<file path="config.mk">
export PLATFORM = sky130hd
export DESIGN_NAME = round_robin_fifo_distributor
export DESIGN_NICKNAME = d
export VERILOG_FILES = /design/src/rtl/round_robin_fifo_distributor.sv
export SDC_FILE = /design/constraint.sdc
export NUM_CORES = 1
export LEC_CHECK = 0
export CAP_MARGIN = 10
export CORE_ASPECT_RATIO = 0.75
export CORE_UTILIZATION = 50
export CTS_CLUSTER_DIAMETER = 200
export DETAILED_ROUTE_END_ITERATION = 8
export PLACE_DENSITY = 0.64
export SYNTH_ARGS = -nofsm -noshare
export SYNTH_HDL_FRONTEND = slang
export SYNTH_SLANG_ARGS = --single-unit
</file>
<file path="constraint.sdc">
create_clock -name clk -period 3.55 [get_ports clk]
set_clock_uncertainty 0.1 [all_clocks]
set_input_delay 0.71 -clock clk [delete_from_list [all_inputs] [get_ports clk]]
set_output_delay 0.71 -clock clk [all_outputs]
set_load 0.02 [all_outputs]
</file>
<file path="src/rtl/round_robin_fifo_distributor.sv">
// round_robin_fifo_distributor
//   Distributes a single producer stream across four independent circular
//   FIFOs in strict round-robin order (a, b, c, d, a, ...). Each FIFO has its
//   own consumer with a private read strobe and a registered data output.
//
// Ports
//   clk, rst_n      single clock, asynchronous active-low reset
//   wen, din        producer write strobe and data (one word per cycle)
//   in_error        one-cycle pulse: previous write rejected, target FIFO full
//   ptr             current round-robin target FIFO (0=a .. 3=d)
//   ren[3:0]        per-consumer read strobe, bit i reads FIFO i
//   a, b, c, d      registered read data of FIFO 0..3 (held between reads)
//   valid[3:0]      one-cycle pulse: output i carries a freshly read word
//   rd_error[3:0]   one-cycle pulse: read of an empty FIFO i
//   full, empty     per-FIFO status decoded from the registered counts
module round_robin_fifo_distributor #(
  parameter int unsigned DEPTH = 8,
  parameter int unsigned W     = 8
) (
  input  logic         clk,
  input  logic         rst_n,
  input  logic         wen,
  input  logic [W-1:0] din,
  output logic         in_error,
  output logic [1:0]   ptr,
  input  logic [3:0]   ren,
  output logic [W-1:0] a,
  output logic [W-1:0] b,
  output logic [W-1:0] c,
  output logic [W-1:0] d,
  output logic [3:0]   valid,
  output logic [3:0]   rd_error,
  output logic [3:0]   full,
  output logic [3:0]   empty
);

  localparam int unsigned AW = $clog2(DEPTH);
  localparam int unsigned CW = AW + 1;
  localparam logic [CW-1:0] FULL_CNT = CW'(DEPTH);

  logic [W-1:0]  mem    [4][DEPTH];
  logic [AW-1:0] rd_ptr [4];
  logic [AW-1:0] wr_ptr [4];
  logic [CW-1:0] cnt    [4];
  logic [W-1:0]  dout   [4];

  logic       wr_acc;
  logic [3:0] wr_sel;
  logic [3:0] rd_ok;

  always_comb begin
    for (int unsigned i = 0; i < 4; i++) begin
      full[i]  = (cnt[i] == FULL_CNT);
      empty[i] = (cnt[i] == '0);
    end
  end

  // A full target still accepts the write when its consumer reads in the
  // same cycle: the read frees the slot the write fills.
  always_comb begin
    wr_acc = wen && (!full[ptr] || ren[ptr]);
    wr_sel = '0;
    if (wr_acc) wr_sel[ptr] = 1'b1;
    // Reads see only the registered count, so a word written this cycle is
    // never bypassed to a same-cycle read of an empty FIFO.
    rd_ok  = ren & ~empty;
  end

  // Storage carries no reset; pointers and counts define what is valid.
  always_ff @(posedge clk) begin
    for (int unsigned i = 0; i < 4; i++) begin
      if (rst_n && wr_sel[i]) mem[i][wr_ptr[i]] <= din;
    end
  end

  always_ff @(posedge clk or negedge rst_n) begin
    if (!rst_n) begin
      ptr      <= '0;
      in_error <= 1'b0;
      valid    <= '0;
      rd_error <= '0;
      for (int unsigned i = 0; i < 4; i++) begin
        rd_ptr[i] <= '0;
        wr_ptr[i] <= '0;
        cnt[i]    <= '0;
        dout[i]   <= '0;
      end
    end else begin
      in_error <= wen && !wr_acc;
      if (wr_acc) ptr <= ptr + 2'd1;
      valid    <= rd_ok;
      rd_error <= ren & empty;
      for (int unsigned i = 0; i < 4; i++) begin
        if (wr_sel[i]) wr_ptr[i] <= wr_ptr[i] + AW'(1);
        if (rd_ok[i]) begin
          dout[i]   <= mem[i][rd_ptr[i]];
          rd_ptr[i] <= rd_ptr[i] + AW'(1);
        end
        case ({wr_sel[i], rd_ok[i]})
          2'b10:   cnt[i] <= cnt[i] + CW'(1);
          2'b01:   cnt[i] <= cnt[i] - CW'(1);
          default: cnt[i] <= cnt[i];
        endcase
      end
    end
  end

  assign a = dout[0];
  assign b = dout[1];
  assign c = dout[2];
  assign d = dout[3];

endmodule

</file>
[Word level (Yosys, flattened, before mapping)]
Memory sizes are Yosys's and may differ from the RTL's.
Cells that the tools add are included.
Storage, ports and cells
  bits in registers: 83
  RAM bits: 256
  output and inout bits: 51
  word-level logic and storage cells: 148
  memories kept: 1
Memories
  mem: words 4, bits a word 64, rd ports 4, clocked after memory_dff 0, wr ports 1, RTL line 41  | logic [W-1:0] mem [4][DEPTH];
Cells by class
  add/subtract/negate cells: 17
  $lt $le $gt $ge: 14
  equal/unequal tests: 12
  multiplexer cells: 48
  bitwise logic cells: 11
  reductions and logical operators: 25
Operator list (number)
  $mux 64: 10
  $reduce_or 64->1: 3
  $bmux 8 s3: 4
  $demux 8 s3: 4
  $mux 8: 12
  $ge 4x4->1 const B: 8
  $not 3->4: 8
  $pmux 4 s2: 4
  $add 3x1->3 const B: 8
  $add 4x1->4 const B: 4
  $eq 4x4->1 const B: 4
  $logic_not 4->1: 4
  $lt 4x1->1 const B: 4
  $sub 4x1->4 const B: 4
  $logic_and 1x1->1: 11
  $and 4x4->4: 2
  $eq 2x1->1 const B: 4
  $eq 2x2->1 const B: 4
  $reduce_bool 2->1: 4
  $mux 1: 7
  $mux 2: 3
  $bmux 1 s2: 2
  $mux 4: 1
  $not 4->4: 1
  other kinds (6): 7

[Logic depth before layout (Yosys ltp)]
  word-level depth: 14
  gate-level depth with buffers: 12
  mapped depth without buffers: 11

[Least setup slack after synthesis]
Ideal clock, no wire load.
  kind: register -> register
  start: register cnt[8] (netlist name)
  end: register cnt[11] (netlist name)
  data arrival time: 2947 ps
  required time: 3327 ps
  setup slack: 380 ps
  cell stages (with the launch flop): 11
  cell sequence: dfrtp_1 nor4_1 nand2b_1 buf_2 inv_1 ha_1 clkbuf_1 nand2b_1 nor4_1 a311o_1 xor2_1
On the way
  elaborated cells between the ends (all ways): 16
  those cells by class: 2 x add/sub; 3 x eq/ne; 4 x mux; 2 x bitwise; 5 x reduce/logical
RTL lines
  start: declaration: RTL line 44  | logic [CW-1:0] cnt [4];
  start signal: indexed assignment: RTL line 100  | 2'b10: cnt[i] <= cnt[i] + CW'(1);
  start signal: indexed assignment: RTL line 101  | 2'b01: cnt[i] <= cnt[i] - CW'(1);
  start signal: indexed assignment: RTL line 102  | default: cnt[i] <= cnt[i];
  $logic_not 4->1 (*): RTL line 54  | empty[i] = (cnt[i] == '0);
  named net empty[1]: RTL line 34  | output logic [3:0] empty
  $not 4->4 (*): RTL line 66  | rd_ok = ren & ~empty;
  $and 4x4->4 (*): RTL line 66
  named net rd_ok[1]: RTL line 49  | logic [3:0] rd_ok;
  $eq 2x1->1 or $eq 2x2->1 (tied branches): RTL line 99  | case ({wr_sel[i], rd_ok[i]})
  $pmux 4 s2 or $reduce_bool 2->1 (tied branches)
The timed path passes the listed nets; every way through them passes the cells marked *. The select of a mux whose other input is x is not followed.
A chain may end at the register's enable or synchronous reset.

[Final worst setup path]
  start: input port ren[3]
  end: register cnt[6] (netlist name)
On the way
  cells in the longest elaborated chain, start to end: 7
  elaborated cells between the ends (all ways): 9
  those cells by class: 2 x eq/ne; 4 x mux; 3 x reduce/logical
Ends and longest elaborated chain
  start: declaration: RTL line 26  | input logic [3:0] ren,
  $bmux 1 s2 (*): RTL line 61  | wr_acc = wen && (!full[ptr] || ren[ptr]);
  $mux 1 (not written as such) (*): RTL line 61
  $logic_or 1x1->1 (*): RTL line 61
  $logic_and 1x1->1 (*): RTL line 61
  $mux 4 (*): RTL line 63  | if (wr_acc) wr_sel[ptr] = 1'b1;
  $eq 2x1->1 or $eq 2x2->1 (tied branches): RTL line 99
  $pmux 4 s2 or $reduce_bool 2->1 (tied branches)
Every way passes the cells marked *; elsewhere a longest branch is shown, timed or not. The select of a mux whose other input is x is not followed.

==> results.txt <==
After detailed routing, the met2 layer carries 13.4 mm of wire. The critical path starts at ren[3]. The area occupied by registers is between 9000 and 10,000 um2. Compared with the post-synthesis result, the final layout area differs by 18.3%. The power density relative to cell area came out at ~800 nW/um2.

The worst setup path is of the input pin to flip-flop kind. In the finished design, the share of the clock period the worst path needs comes to between 80% and 90%. The register-to-register setup slack is about 560 ps. The peak supply drop is around 0.42 mV. Net switching is between 30% and 40% of the power.

The count of filler cells inserted in the layout is a little under 2,000. The worst path arrival time came out at between 3000 and 4000 ps. Signal routing reaches up to met4.

Buffers added to address setup during post-CTS repair amount to 0. The area of the mapped netlist is 13,800 um2. The critical path goes through clkdlybuf4s50_1, and2b_2, buf_4, a221oi_2, nor3_2, xnor2_1, ha_1, a21oi_1, nor2_1, mux2_1, o221ai_1. Clock tree synthesis found a total of between 300 and 400 sinks. On the final layout, the worst hold slack is ~110 ps.

The total number of vias came out at 7,294. The overall fraction of global-route tracks in use is 20.3%. CTS placed an instance of clkbuf_16 at the clock tree root.

The placeable core region is around 27,000 um2. The wire length on met1 is approximately 12 mm. The violation count after the first detailed-route iteration is approximately 500.

The final weighted congestion of routability-driven global placement is just under 0.8. The worst setup path is launched from an input pin. After routing, the total negative slack on setup checks comes to 0 ps. The analysis attributes to net switching a power of between 4 and 5 mW. The number of rows created at floorplan is 52. The area of the die is 28,200 um2.

The number of buffers created by CTS is 34. Pin placement for this block handled between 60 and 70 I/O pins. The count of pins over their slew limit came out at 0. In the routed design, unresolved DRC markers number 0. The combined area of the multi-input logic cells came out at about 3800 um2. The logic depth of the worst register-to-register path came out at 11.

The slowest stage of the critical path belongs to the cell clkdlybuf4s50_1. The number of global-route vias before repair is 7,738. The number of vias per cell came out at 5.65. Summed over all layers, the routed wires come to approximately 28 mm.

The relative slew slack is 38.5%. Leaving out fill and tap cells, the most frequent cells in the layout are 256 x edfxtp_1, 83 x dfrtp_1, 72 x buf_4. The most critical setup path has its endpoint at cnt[6].

The worst setup path is captured at a flip-flop. The leakage power came out at a little under 6 nW. When the netlist entered floorplanning its net count stood at 820. In this run, synthesis produced a sequential element count of between 300 and 400. The floorplan die width came out at about 190 um. The starting utilization of the core area came out at between 50% and 60%. The delay of the slowest cell on the worst path is 530 ps.

The post-route antenna net violation count came out at 0. Counting every instance in the synthesized netlist gives 783. Setup repair after global routing left no endpoint under its margin.

Per report_power, the sequential group accounts for 43.8% of the total. The number of flops mapped to enable cells by yosys came out at roughly 260. The H-tree depth reported by CTS is 2. The final layout contains approximately 950 nets. The height of the die came out at between 100 and 150 um. Clock-pin slew was measured on the worst setup and hold paths at about 60 ps.

In this run the tool buffered the top-level ports with 65 buffer cells. The number of antenna violations at the first check in global routing is 0. The number of setup violations in the final report came out at 0. The iteration count of the initial detailed-routing pass is 4. The per-instance average area after synthesis came out at between 15 and 20 um2.

In the final routed layout, each cell accounts on average for 21.3 um. The worst register-to-register path ends at cnt[6]. In the synthesized netlist the dominant register cell turns out to be edfxtp_1. The pin count of the biggest net entering global routing is 44.

At the later pin of the worst-skew pair, clock insertion delay measures ~500 ps. The number of warnings issued by yosys came out at 0. The final count of hold timing violations is 0. The startpoint identified for the worst register-to-register timing path is ptr[0]. Hold repair after CTS inserted 0 buffers. The maximum fanout along the worst path came out at 5. The number of cells upsized or downsized after cts is 0.

The half-perimeter wire length after detailed placement came out at 17.9 mm. The clock tree buffer depth came out at 3. At the pin with the least slew margin, the transition time is between 900 and 1000 ps.

The combinational group share of total power is 29.6%. Max-cap violations in this run came to 0. The min-delay analysis places its worst path in the category input pin to asynchronous set/reset pin. The total overflow reported by the global router is 0.

The number of distinct library cells after synthesis is 45. After detailed routing, the met3 layer carries ~1.0 mm of wire. The ratio of cells with drive above 1 in the final layout is 21.9%. The maximum clock rate is 323 MHz. Summing the sequential cell areas from Yosys gives 70.8% of the chip area.

The run finished with clean final reports. TritonCTS built the clock tree. Leaving out fill and tap cells, the most frequent cell in the layout is edfxtp_1.

The required time at the endpoint of the critical path is 3860 ps. The async set-reset flop share out of synthesis is around a quarter. The wire length of the first global-routing pass is between 40 and 50 mm.

The cell internal power dissipation came out at 8.95 mW. The time the final worst path needs with I/O delays and setup came out at slightly above 3000 ps. The clock network accounts for a little over a quarter of the total power.
-- worst max-delay path: cells and delay by family --
kind | cells | cell delay (ps)
fa+ha+maj | 1 | 200
xor+xnor | 1 | 160
compound gates | 3 | 920
mux | 1 | 300
buf+inv | 2 | 680
simple gates | 3 | 450
-- layout make-up --
cell class / count / share of cell area [%]
Sequential cell: 339 / 59.9
Multi-Input combinational cell: 394 / 23.3
Timing Repair Buffer: 136 / 7.25
Clock buffer: 44 / 5.64
Tap cell: 351 / 2.69
Clock inverter: 15 / 0.921
Inverter: 11 / 0.253
Antenna cell: 2 / 0.0307
-- sequential cells by signal (all words and copies together), names as in the netlist --
name	flops
mem	256
cnt	16
rd_ptr	12
wr_ptr	12
a	8
b	8
c	8
d	8
rd_error	4
valid	4
ptr	2
in_error	1
-- metal layers --
metal	track usage, %	up-vias
li1	-	3308
met1	28.2	3769
met2	33.5	162
met3	3.06	55
met4	6.40	0
met5	0	-
-- cell families after synthesis --
family / Yosys count / synth area share, %
adders and majority gates: 22 / 2.05
AOI/OAI and AO/OA: 66 / 3.23
xor gates and xnor gates: 31 / 1.97
buffers and inverters: 50 / 1.59
and+or+nand+nor: 169 / 6.73
DFF: 339 / 70.8
muxes: 106 / 13.6
-- through the flow --
stage	setup slack (ps)	utilization (%)	power [mW]	instance area, um2	std cells
2_1_floorplan	380	-	8.23	13800	783
3_5_place_dp	2.37	56.4	9.65	15200	1231
4_1_cts	426	60.4	13.1	16300	1290
6_report	458	60.4	13.0	16300	1292
3_3_place_gp	81.9	56.4	9.48	15200	1231
5_1_grt	284	60.4	13.7	16300	1290
-- power groups by stage --
stage	registers [mW]	logic (mW)	clock network, mW
4_1_cts	5.70	3.90	3.53
5_1_grt	5.80	4.19	3.68
3_3_place_gp	5.72	3.76	0
3_5_place_dp	5.77	3.88	0
2_1_floorplan	5.50	2.73	0
6_report	5.69	3.84	3.46
-- cell usage after synthesis (4+ instances only) --
master    instances  area, um2
nand4b_1          6       52.6
xor2_1            6       52.6
inv_1            11       41.3
nor4b_4           4       95.1
xnor2_1          25        219
a21oi_1           7       35.0
and2_1            4       25.0
o31a_1            4       35.0
nand2_1          59        221
a221oi_2          6       90.1
mux4_2           64       1440
nor2_1           28        105
clkbuf_1          9       33.8
nor3_1           11       55.1
mux2i_1          33        330
mux2_2            8       90.1
buf_1            10       37.5
nand3_1           7       35.0
nor4_1           12       75.1
o21ai_0          38        190
ha_1             21        263
nand2b_1         18        113
edfxtp_1        256       7690
buf_2            18       90.1
dfrtp_1          83       2080
-- worst min-delay path by stage --
stage                   to  slack, ps  cells after the start
floorplan             a[0]        310                      0
global placement      d[7]        360                      2
detailed placement    d[7]        370                      2
CTS                 cnt[6]        120                      1
global route        cnt[6]        140                      1
finish              cnt[6]        110                      1
(Power assumes the default switching activity.)
